===== config.mk =====
export PLATFORM = sky130hd
export DESIGN_NAME = spike_serializer
export DESIGN_NICKNAME = d
export VERILOG_FILES = /design/src/rtl/spike_serializer.sv
export SDC_FILE = /design/constraint.sdc
export NUM_CORES = 1
export LEC_CHECK = 0
export CORE_AREA = 4 4 86 88
export CTS_CLUSTER_SIZE = 14
export DETAILED_ROUTE_END_ITERATION = 8
export DIE_AREA = 0 0 90 92
export PLACE_DENSITY = 0.49
export SLEW_MARGIN = 20
export SYNTH_ARGS = -nofsm -noshare
export SYNTH_HDL_FRONTEND = slang
export SYNTH_SLANG_ARGS = --single-unit

===== constraint.sdc =====
create_clock -name clk_i -period 2.2 [get_ports clk_i]
set_clock_uncertainty 0.15 [all_clocks]
set_input_delay 0.44 -clock clk_i [delete_from_list [all_inputs] [get_ports clk_i]]
set_output_delay 0.44 -clock clk_i [all_outputs]
set_load 0.005 [all_outputs]

===== src/rtl/spike_serializer.sv =====
// Latches a spike vector on each step tick and serialises the set indices,
// highest first, over a valid/ready handshake; reports count, done and overrun.
module spike_serializer #(
  parameter int NUM_NEURONS = 16,
  parameter int IDX_W       = 4,
  parameter int CNT_W       = 5
) (
  input  logic                   clk_i,
  input  logic                   rst_i,
  input  logic                   start_i,
  input  logic [NUM_NEURONS-1:0] spike_vec_i,
  output logic                   out_valid_o,
  output logic [IDX_W-1:0]       out_idx_o,
  input  logic                   out_ready_i,
  output logic                   busy_o,
  output logic                   done_o,
  output logic [CNT_W-1:0]       spike_cnt_o,
  output logic                   overrun_o
);

  typedef enum logic [1:0] {IDLE, SEND, DONE} state_t;

  state_t                 state;
  logic [NUM_NEURONS-1:0] pending;
  logic [NUM_NEURONS-1:0] pending_clr;
  logic [CNT_W-1:0]       cnt;
  logic                   ovr;
  logic                   fire;

  // Ascending scan: the last set bit seen is the highest, so it wins.
  always_comb begin
    out_idx_o = '0;
    for (int i = 0; i < NUM_NEURONS; i++)
      if (pending[i]) out_idx_o = IDX_W'(i);
  end

  assign out_valid_o = (state == SEND) && (|pending);
  assign fire        = out_valid_o && out_ready_i;
  assign pending_clr = pending & ~(NUM_NEURONS'(1) << out_idx_o);
  assign busy_o      = (state == SEND);
  assign done_o      = (state == DONE);
  assign spike_cnt_o = cnt;
  assign overrun_o   = ovr;

  always_ff @(posedge clk_i or posedge rst_i) begin
    if (rst_i) begin
      state   <= IDLE;
      pending <= '0;
      cnt     <= '0;
      ovr     <= 1'b0;
    end else begin
      ovr <= 1'b0;
      case (state)
        IDLE, DONE: begin
          if (start_i) begin
            pending <= spike_vec_i;
            cnt     <= '0;
            state   <= (|spike_vec_i) ? SEND : DONE;
          end else begin
            state <= IDLE;
          end
        end
        SEND: begin
          // A tick while still sending is dropped and flagged.
          if (start_i) ovr <= 1'b1;
          if (fire) begin
            pending <= pending_clr;
            cnt     <= cnt + CNT_W'(1);
            if (pending_clr == '0) state <= DONE;
          end
        end
        default: state <= IDLE;
      endcase
    end
  end

endmodule

# ---- Word-level counts from Yosys, hierarchy flattened
# Index checks and enable logic that the tools add are counted.
# Widths: inputs -> output; s select.
dict set report classes {
  shift 1
  n_addsub 1
  muxes 28
  n_reduce_logical 10
  bitwise 2
  eq_ne 5
}
# op count
set op_table {}
lappend op_table {{$mux 4} 14}
lappend op_table {{$mux 16} 2}
lappend op_table {{$pmux 16 s2} 1}
lappend op_table {{$reduce_or 16->1} 2}
lappend op_table {{$and 16x16->16} 1}
lappend op_table {{$logic_not 16->1} 1}
lappend op_table {{$not 16->16} 1}
lappend op_table {{$shl 1x4->16 const A} 1}
lappend op_table {{$mux 5} 2}
lappend op_table {{$pmux 5 s2} 1}
lappend op_table {{$mux 2} 4}
lappend op_table {{$add 5x1->5 const B} 1}
lappend op_table {{$ne 2x1->1 const B} 2}
lappend op_table {{$pmux 2 s2} 1}
lappend op_table {{$mux 1} 3}
lappend op_table {{$reduce_and 3->1} 1}
lappend op_table {{$eq 2x1->1 const B} 1}
lappend op_table {{$eq 2x2->1 const B} 1}
lappend op_table {{$logic_and 1x1->1} 2}
lappend op_table {{$logic_not 2->1} 1}
lappend op_table {{$ne 2x2->1 const B} 1}
lappend op_table {{$reduce_and 2->1} 1}
lappend op_table {{$reduce_bool 2->1} 1}
lappend op_table {{$reduce_or 2->1} 1}
dict set report totals {
  elab_cells 51
  input_bits 20
  regBits 24
}

# ---- Depth between registers and ports, before layout
# Gate-level depths: netlist of the first run.
dict set report logic_depth {
  ltp_word 22
  ltp_mapped 10
  depth_no_buf 8
}

# ---- Worst setup path before layout of the first run
# Ideal clock, no wire load.
dict set report synth_timing {
  kind {register to register}
  start {register pending[10]}
  end {register cnt[1], in the netlist spike_cnt_o[1]}
  period_less_slack_ns 2.216
  required_ns 1.929
  slack_ns -0.016
  path_stages_with_launch 10
  arrival_time_ns 1.945
  setup_time_ns 0.121
  cell_sequence {dfrtp_1 buf_6 or4_1 nor3_4 a21oi_2 or2_1 buf_6 buf_6 nand3_1 o21ai_1}
}
dict set report synth_between {
  elab_chain_len 5
}
# item line
set synth_lines {}
lappend synth_lines {{from (decl)} 24} ;# logic [NUM_NEURONS-1:0] pending;
lappend synth_lines {{from (signal assigned)} 56} ;# pending <= spike_vec_i;
lappend synth_lines {{from (signal assigned)} 67} ;# pending <= pending_clr;
lappend synth_lines {{$reduce_or 16->1} 37} ;# assign out_valid_o = (state == SEND) && (|pending);
lappend synth_lines {{$logic_and 1x1->1} 37}
lappend synth_lines {{$logic_and 1x1->1} 38} ;# assign fire = out_valid_o && out_ready_i;
lappend synth_lines {{$ne 2x1->1 (no source line)} n/a}
lappend synth_lines {{$reduce_and 3->1 (no source line)} n/a}
lappend synth_lines {{to (signal assigned)} 68} ;# cnt <= cnt + CNT_W'(1);
lappend synth_lines {{to (decl)} 26} ;# logic [CNT_W-1:0] cnt;
# Every way passes these cells.
# A chain may end at the register's enable or synchronous reset.

# ---- Worst setup path in the final report of the first run
dict set report layout_timing {
  start {register pending[7]}
  end {register state[0]}
}
dict set report layout_between {
  elab_chain_len 15
}
# item line
set layout_lines {}
lappend layout_lines {{$mux 4 (9 in a row)} 34} ;# if (pending[i]) out_idx_o = IDX_W'(i);
lappend layout_lines {{$shl 1x4->16} 39} ;# assign pending_clr = pending & ~(NUM_NEURONS'(1) << out_idx_o);
lappend layout_lines {{$not 16->16} 39}
lappend layout_lines {{$and 16x16->16} 39}
lappend layout_lines {{$logic_not 16->1} 69} ;# if (pending_clr == '0) state <= DONE;
lappend layout_lines {{$ne 2x1->1 (no source line)} n/a}
lappend layout_lines {{$reduce_and 2->1 (no source line) (*)} n/a}
lappend layout_lines {{to (signal assigned)} 58} ;# state <= (|spike_vec_i) ? SEND : DONE;
lappend layout_lines {{to (decl)} 23} ;# state_t state;
# Every way passes the cells marked *; elsewhere a longest branch is shown, timed or not.

==> results of run 1 <==
==> critical path: stages, from the launching register on <==
cell       delay, ns
dfrtp_2         0.48
buf_4           0.16
o311a_1         0.35
buf_4           0.14
o31a_1          0.33
a2111oi_4       0.29
buf_4           0.16
nand4_1         0.14
a2bb2oi_2       0.16
==> cell type report <==
| class | instances | share of cell area [%] |
|---|---|---|
| timing repair buffer | 128 | 36.9 |
| clock inverter | 1 | 1.00 |
| multi-input combinational | 141 | 35.7 |
| sequential | 24 | 20.3 |
| inverter | 11 | 1.38 |
| tap | 80 | 3.33 |
| clock buffer | 3 | 1.38 |
==> state kept, by name, summed over array words and instances (netlist names) <==
signal	count
pending	16
overrun_o	1
spike_cnt_o	5
state	2
==> stage by stage <==
| stage | power (mW) | util [%] | hold slack [ns] |
|---|---|---|---|
| 2_1_floorplan | 2.16 | - | 0.305 |
| 3_3_place_gp | 3.67 | 36.7 | 0.377 |
| 3_5_place_dp | 3.65 | 36.7 | 0.377 |
| 4_1_cts | 4.69 | 42.6 | 0.370 |
| 5_1_grt | 5.51 | 45.2 | 0.404 |
| 6_report | 5.18 | 45.2 | 0.358 |
==> synth_stat cells, drive strengths merged <==
library cell	n
ha	1
o31a	1
o31ai	2
o2111ai	2
a221oi	1
a31oi	1
o311a	1
nor3	4
nor2b	3
nand4	4
nor4	10
nand2b	3
a22o	14
a211oi	1
and4	1
inv	11
or3	1
buf	8
nor2	14
or2	2
clkbuf	5
o311ai	1
nand3	6
a21o	1
a21oi	7
o32ai	1
o221ai	1
a41oi	1
and2	1
o211ai	1
or4	4
a2bb2oi	1
o21ai	27
dfrtp	24
nand2	15
o2bb2ai	1
o221a	1
and3	1
xor2	3
a2111oi	1
mux2i	1
==> what timing repair did <==
| action | CTS | global route |
|---|---|---|
| gates resized for setup | 56 | 27 |
| setup buffers | 24 | 11 |
| endpoints found under the hold margin | 0 | 0 |
| endpoints found under the setup margin | 24 | 29 |
| gates cloned | 1 | 0 |
| pin swaps | 14 | 22 |
==> kinds of logic (layout without fill, tap and decap cells) <==
logic type | after synthesis | count (layout) | synth area share [%]
and+or+nand+nor | 69 | 69 | 23.5
AOI/OAI and AO/OA | 67 | 67 | 29.1
DFF | 24 | 24 | 36.8
buffers and inverters | 24 | 143 | 7.66
xor gates and xnor gates | 3 | 3 | 1.61
adders and majority gates | 1 | 1 | 0.766
muxes | 1 | 1 | 0.613
==> layer usage <==
metal / share of wire, % / global-route usage (%) / wire length, um / up-vias
li1: - / - / - / 952
met1: 45 / 18.9 / 2850 / 950
met2: 49 / 24.8 / 3070 / 51
met3: 3.3 / 2.63 / 208 / 16
met4: 2.6 / 4.97 / 166 / 0
met5: 0 / 0 / 0 / -
==> worst paths after layout <==
| path | startpoint | to | slack, ns |
|---|---|---|---|
| setup reg to reg | pending[7] | state[0] | -0.28 |
| hold / removal | rst_i | overrun_o | 0.36 |
| hold reg to reg | spike_cnt_o[4] | spike_cnt_o[4] | 0.39 |
| max in group asynchronous | rst_i | pending[6] | 1.27 |
| setup / recovery | pending[7] | state[0] | -0.28 |
| min in group clk_i | spike_cnt_o[4] | spike_cnt_o[4] | 0.39 |
==> power by group through the flow <==
| stage | logic [mW] | clock network, mW | registers, mW |
|---|---|---|---|
| final | 3.94 | 0.393 | 0.846 |
| after global routing | 4.23 | 0.415 | 0.872 |
| after CTS | 3.46 | 0.400 | 0.830 |
| after detailed placement | 2.81 | 0 | 0.834 |
| after global placement | 2.83 | 0 | 0.835 |
| after floorplan | 1.42 | 0 | 0.747 |
==> impl_results.md, run 1 <==
* Mapped cell area at 1630 um^2
* #FFs+latches synth at 24
* Initial Util at 24.6%
* DRT Wirelength at 6290 um
* Clock root buffer: clkbuf_8
* Post-Syn Area per Cell at 8.65 um^2
* Measured slew at the worst slew-check pin at 0.413 ns
* Mapped Nets at 210
* Yosys top cell by area: dfrtp_1
* Placeable Area at 6640 um^2
* Commonest non-fill, non-tap cell in the layout: buf_4
* Fmax at 404 MHz
* CP arrival at 2.49 ns
* Switching Share at 40.5%
* P_int at 3.08 mW
* DR WL/cell at 16.2 um
* RSZ-0062 raised after global routing: yes
* Non-filler cells, final at 388
* FP Rows at 30
* Worst-path maximum fanout at 8
* Placed instance area at 2440 um^2
* Commonest cells after routing, fill and taps aside: 80 x buf_4, 27 x clkdlybuf4s50_1, 19 x o21ai_0
* Cts bufs inserted at 3
* Hold buffer count at CTS at 0
* Slew HR at 72.2%
* Fillers at 606
* Port Buffers at 32
* Clk_lat worst skew at 0.27 ns
* Worst setup SP type: flop
* Total gr overflow at 0
* Via count at 1969
* VDD IR-drop max at 551 uV
* Net Sw Power at 2.10 mW
* Final Net Count at 330
* Comb pwr share at 76.1%
* Die W at 90 um
* Top area cells in the synthesized netlist: dfrtp_1 37%, a22o_1 7.5%, o21ai_0 7.4%, nand2_1 3.4%, nor4_1 3.4%
* CP required at 2.21 ns
* Max-Cap Viols at 0
* Die Y at 92 um
* Tmin final at 2.48 ns
* Seq/Total Area, Yosys at 36.8%
* CP Capture Type: flop
* Lkg Pwr at 1.32 nW
* Vias in the first global route at 2048
* Clk sinks at 24
* Clk slew on worst S/H paths at 0.09 ns
* Gp weighted congestion at 0.915
* Fraction of the cycle the final worst path needs at 113%
* Cell variety after synth at 49
* R2R depth at 8
* Storage element area at 609 um^2
* Pin count of the biggest net entering global routing at 25
* Area Overhead vs Synth at 83.7%
* DP Cell Count at 348
* First-pass GRT wire length at 10000 um
* Hold violation total from the final report at 0
* Max H-tree Level at 1
* CTS tree: built
* Post-DP HPWL at 4360 um
* Cell area after layout at 3000 um^2
* Synth warnings at 0
* # diodes at 0
* Fin Setup TNS at -3.02 ns
* Slew Limit Fails at 0
* DR DRC count at 0
* Initial antenna violation count at 0
* Share of layout cells above drive strength 1 at 47.1%
* Gr usage total at 14.7%
* Status: complete, but fails checks
* Vias per cell at 5.07
* Failing checks: setup timing
* Clock network power share at 7.6%
* Ports at 33
* TritonRoute pass-1 iters at 4
* # setup viols final at 25
* Die Area at 8280 um^2
* Syn Inst Count at 189
* Pwr/cell area at 1730 nW/um^2
* Starting DRT DRC Count at 154
* Multi-input logic area at 1070 um^2
* Clock tree buffer depth at 2
* Share of the synthesized area in the top cell type at 36.8%
* Setup WS pre-CTS at -0.300 ns
* Routed Antenna Nets at 0
* Final Worst Setup Slack at -0.276 ns
* Sequential Power Share at 16.3%
* WS Path Type: flop to flop
* Hold Path Class: primary input to asynchronous set/reset pin
No activity file was read; power rests on OpenSTA's default activity.
==> run 2: changes to the inputs <==
- CORE_AREA: 4 4 86 88 -> 2 2 84 86
- DIE_AREA: 0 0 90 92 -> 0 0 86 88
- PLACE_DENSITY: 0.49 -> 0.47
- clock period: 2.2 -> 2.8 ns (I/O delays scaled with it)
==> impl_results.md, run 2 (same netlist as run 1, synthesis figures left out) <==
* Clk sinks at 24
* Gp weighted congestion at 0.868
* Lkg Pwr at 0.996 nW
* CP arrival at 2.04 ns
* DRT Wirelength at 5730 um
* Clock tree buffer depth at 2
* Die Area at 7570 um^2
* Fraction of the cycle the final worst path needs at 98.2%
* Tmin final at 2.75 ns
* Biggest register: pending
* Hold Path Class: flop to flop
* Total gr overflow at 0
* Slew HR at 59.7%
* Share of layout cells above drive strength 1 at 26.0%
* WS Path Type: flop to output port
* Placeable Area at 6640 um^2
* Pin count of the biggest net entering global routing at 25
* Clk slew on worst S/H paths at 0.09 ns
* Die Y at 88 um
* Clock root buffer: clkbuf_8
* Via count at 1728
* Initial Util at 24.6%
* Ports at 33
* Placed instance area at 2140 um^2
* Status: completed
* Area Overhead vs Synth at 45.7%
* Fin Setup TNS at 0 ns
* Hold violation total from the final report at 0
* CP Capture Type: output port
* # diodes at 0
* Routed Antenna Nets at 0
* Fillers at 668
* Commonest non-fill, non-tap cell in the layout: buf_4
* Starting DRT DRC Count at 124
* Cell area after layout at 2380 um^2
* Initial antenna violation count at 0
* Cts bufs inserted at 3
* Final Net Count at 272
* Fmax at 364 MHz
* CTS tree: built
* Max H-tree Level at 1
* Port Buffers at 32
* Max-Cap Viols at 0
* Vias per cell at 5.24
* CP required at 2.09 ns
* Measured slew at the worst slew-check pin at 0.599 ns
* DR WL/cell at 17.4 um
* Worst setup SP type: flop
* Post-Route Utilization at 35.8%
* FP Rows at 30
* RSZ-0062 raised after global routing: yes
* Post-DP HPWL at 4040 um
* TritonRoute pass-1 iters at 4
* Final Worst Setup Slack at 0.0508 ns
* Worst-path maximum fanout at 4
* Hold buffer count at CTS at 0
* Die W at 86 um
* Pwr/cell area at 1280 nW/um^2
* Clk_lat worst skew at 0.27 ns
* Vias in the first global route at 1682
* Slew Limit Fails at 0
* Setup WS pre-CTS at 0.0832 ns
* Worst hold margin at 0.392 ns
* # setup viols final at 0
* Max reg flops at 16
* Commonest cells after routing, fill and taps aside: 37 x buf_4, 30 x clkdlybuf4s50_1, 22 x o21ai_0
* Gr usage total at 15.5%
* VDD IR-drop max at 430 uV
* First-pass GRT wire length at 9070 um
* DR DRC count at 0
## run 2: cell count changes in the layout (fill, tap and decap cells not counted), moves of 3 or more
cell             before  now
buf_4                80   37
clkdlybuf4s50_1      27   30
o21ai_0              19   22
nand2_1              10   15
buf_6                18    0
nand2_2               4    0
## run 2: metal layers
metal | routed length, um | vias to the layer above | share of wire [%] | track usage, %
met3 | 256 | 11 | 4.5 | 3.02
li1 | - | 833 | - | -
met5 | 0 | - | 0 | 0
met1 | 2710 | 825 | 47 | 21.6
met4 | 109 | 0 | 1.9 | 5.05
met2 | 2660 | 59 | 46 | 24.1
## run 2: area by class of cell
class | count | area [um^2] | area share, %
multi-input combinational | 141 | 952 | 40.0
inverter | 11 | 41.3 | 1.73
tap | 80 | 100 | 4.20
timing repair buffer | 70 | 623 | 26.2
sequential | 24 | 609 | 25.6
clock buffer | 4 | 55.1 | 2.31
## run 2: report_power, final
part / total [mW] / switching [mW] / internal, mW
logic: 2.16 / 1.09 / 1.07
registers: 0.650 / 0.166 / 0.484
clock network: 0.248 / 0.122 / 0.126
total: 3.05 / 1.37 / 1.68
## run 2: path summary, 6_finish.rpt
path | start | to | slack [ns] | cells after the start
setup / recovery | pending[8] | out_idx_o[3] | 0.05 | 5
hold / removal | spike_cnt_o[0] | spike_cnt_o[0] | 0.39 | 1
setup reg to reg | pending[9] | state[0] | 0.13 | 9
hold reg to reg | spike_cnt_o[0] | spike_cnt_o[0] | 0.39 | 1
max in group asynchronous | rst_i | pending[5] | 1.74 | 3
min in group asynchronous | rst_i | spike_cnt_o[4] | 0.48 | 3
## run 2: worst max-delay path, cell delays in order (launching register included)
cell and delay, ns:
dfrtp_2 0.44, buf_4 0.16, nor4_1 0.38, buf_4 0.18, nand2_1 0.13, clkdlybuf4s50_1 0.48
## run 2: stage by stage
step	power, mW	cells
6_report	3.05	330
2_1_floorplan	1.69	189
3_5_place_dp	2.46	310
4_1_cts	2.94	327
3_3_place_gp	2.49	310
5_1_grt	3.27	330
## run 2: timing repair
| action | CTS | global route |
|---|---|---|
| hold endpoints to repair | 0 | 0 |
| pin swaps | 3 | 4 |
| resized for setup | 12 | 10 |
| setup buffers | 13 | 3 |
| setup endpoints to repair | 4 | 6 |
==> run 3: changes to the inputs <==
- ABC_AREA: unset -> 0
==> results of run 3 <==
The final DEF is identical to that of run 2; final timing and power are the same.
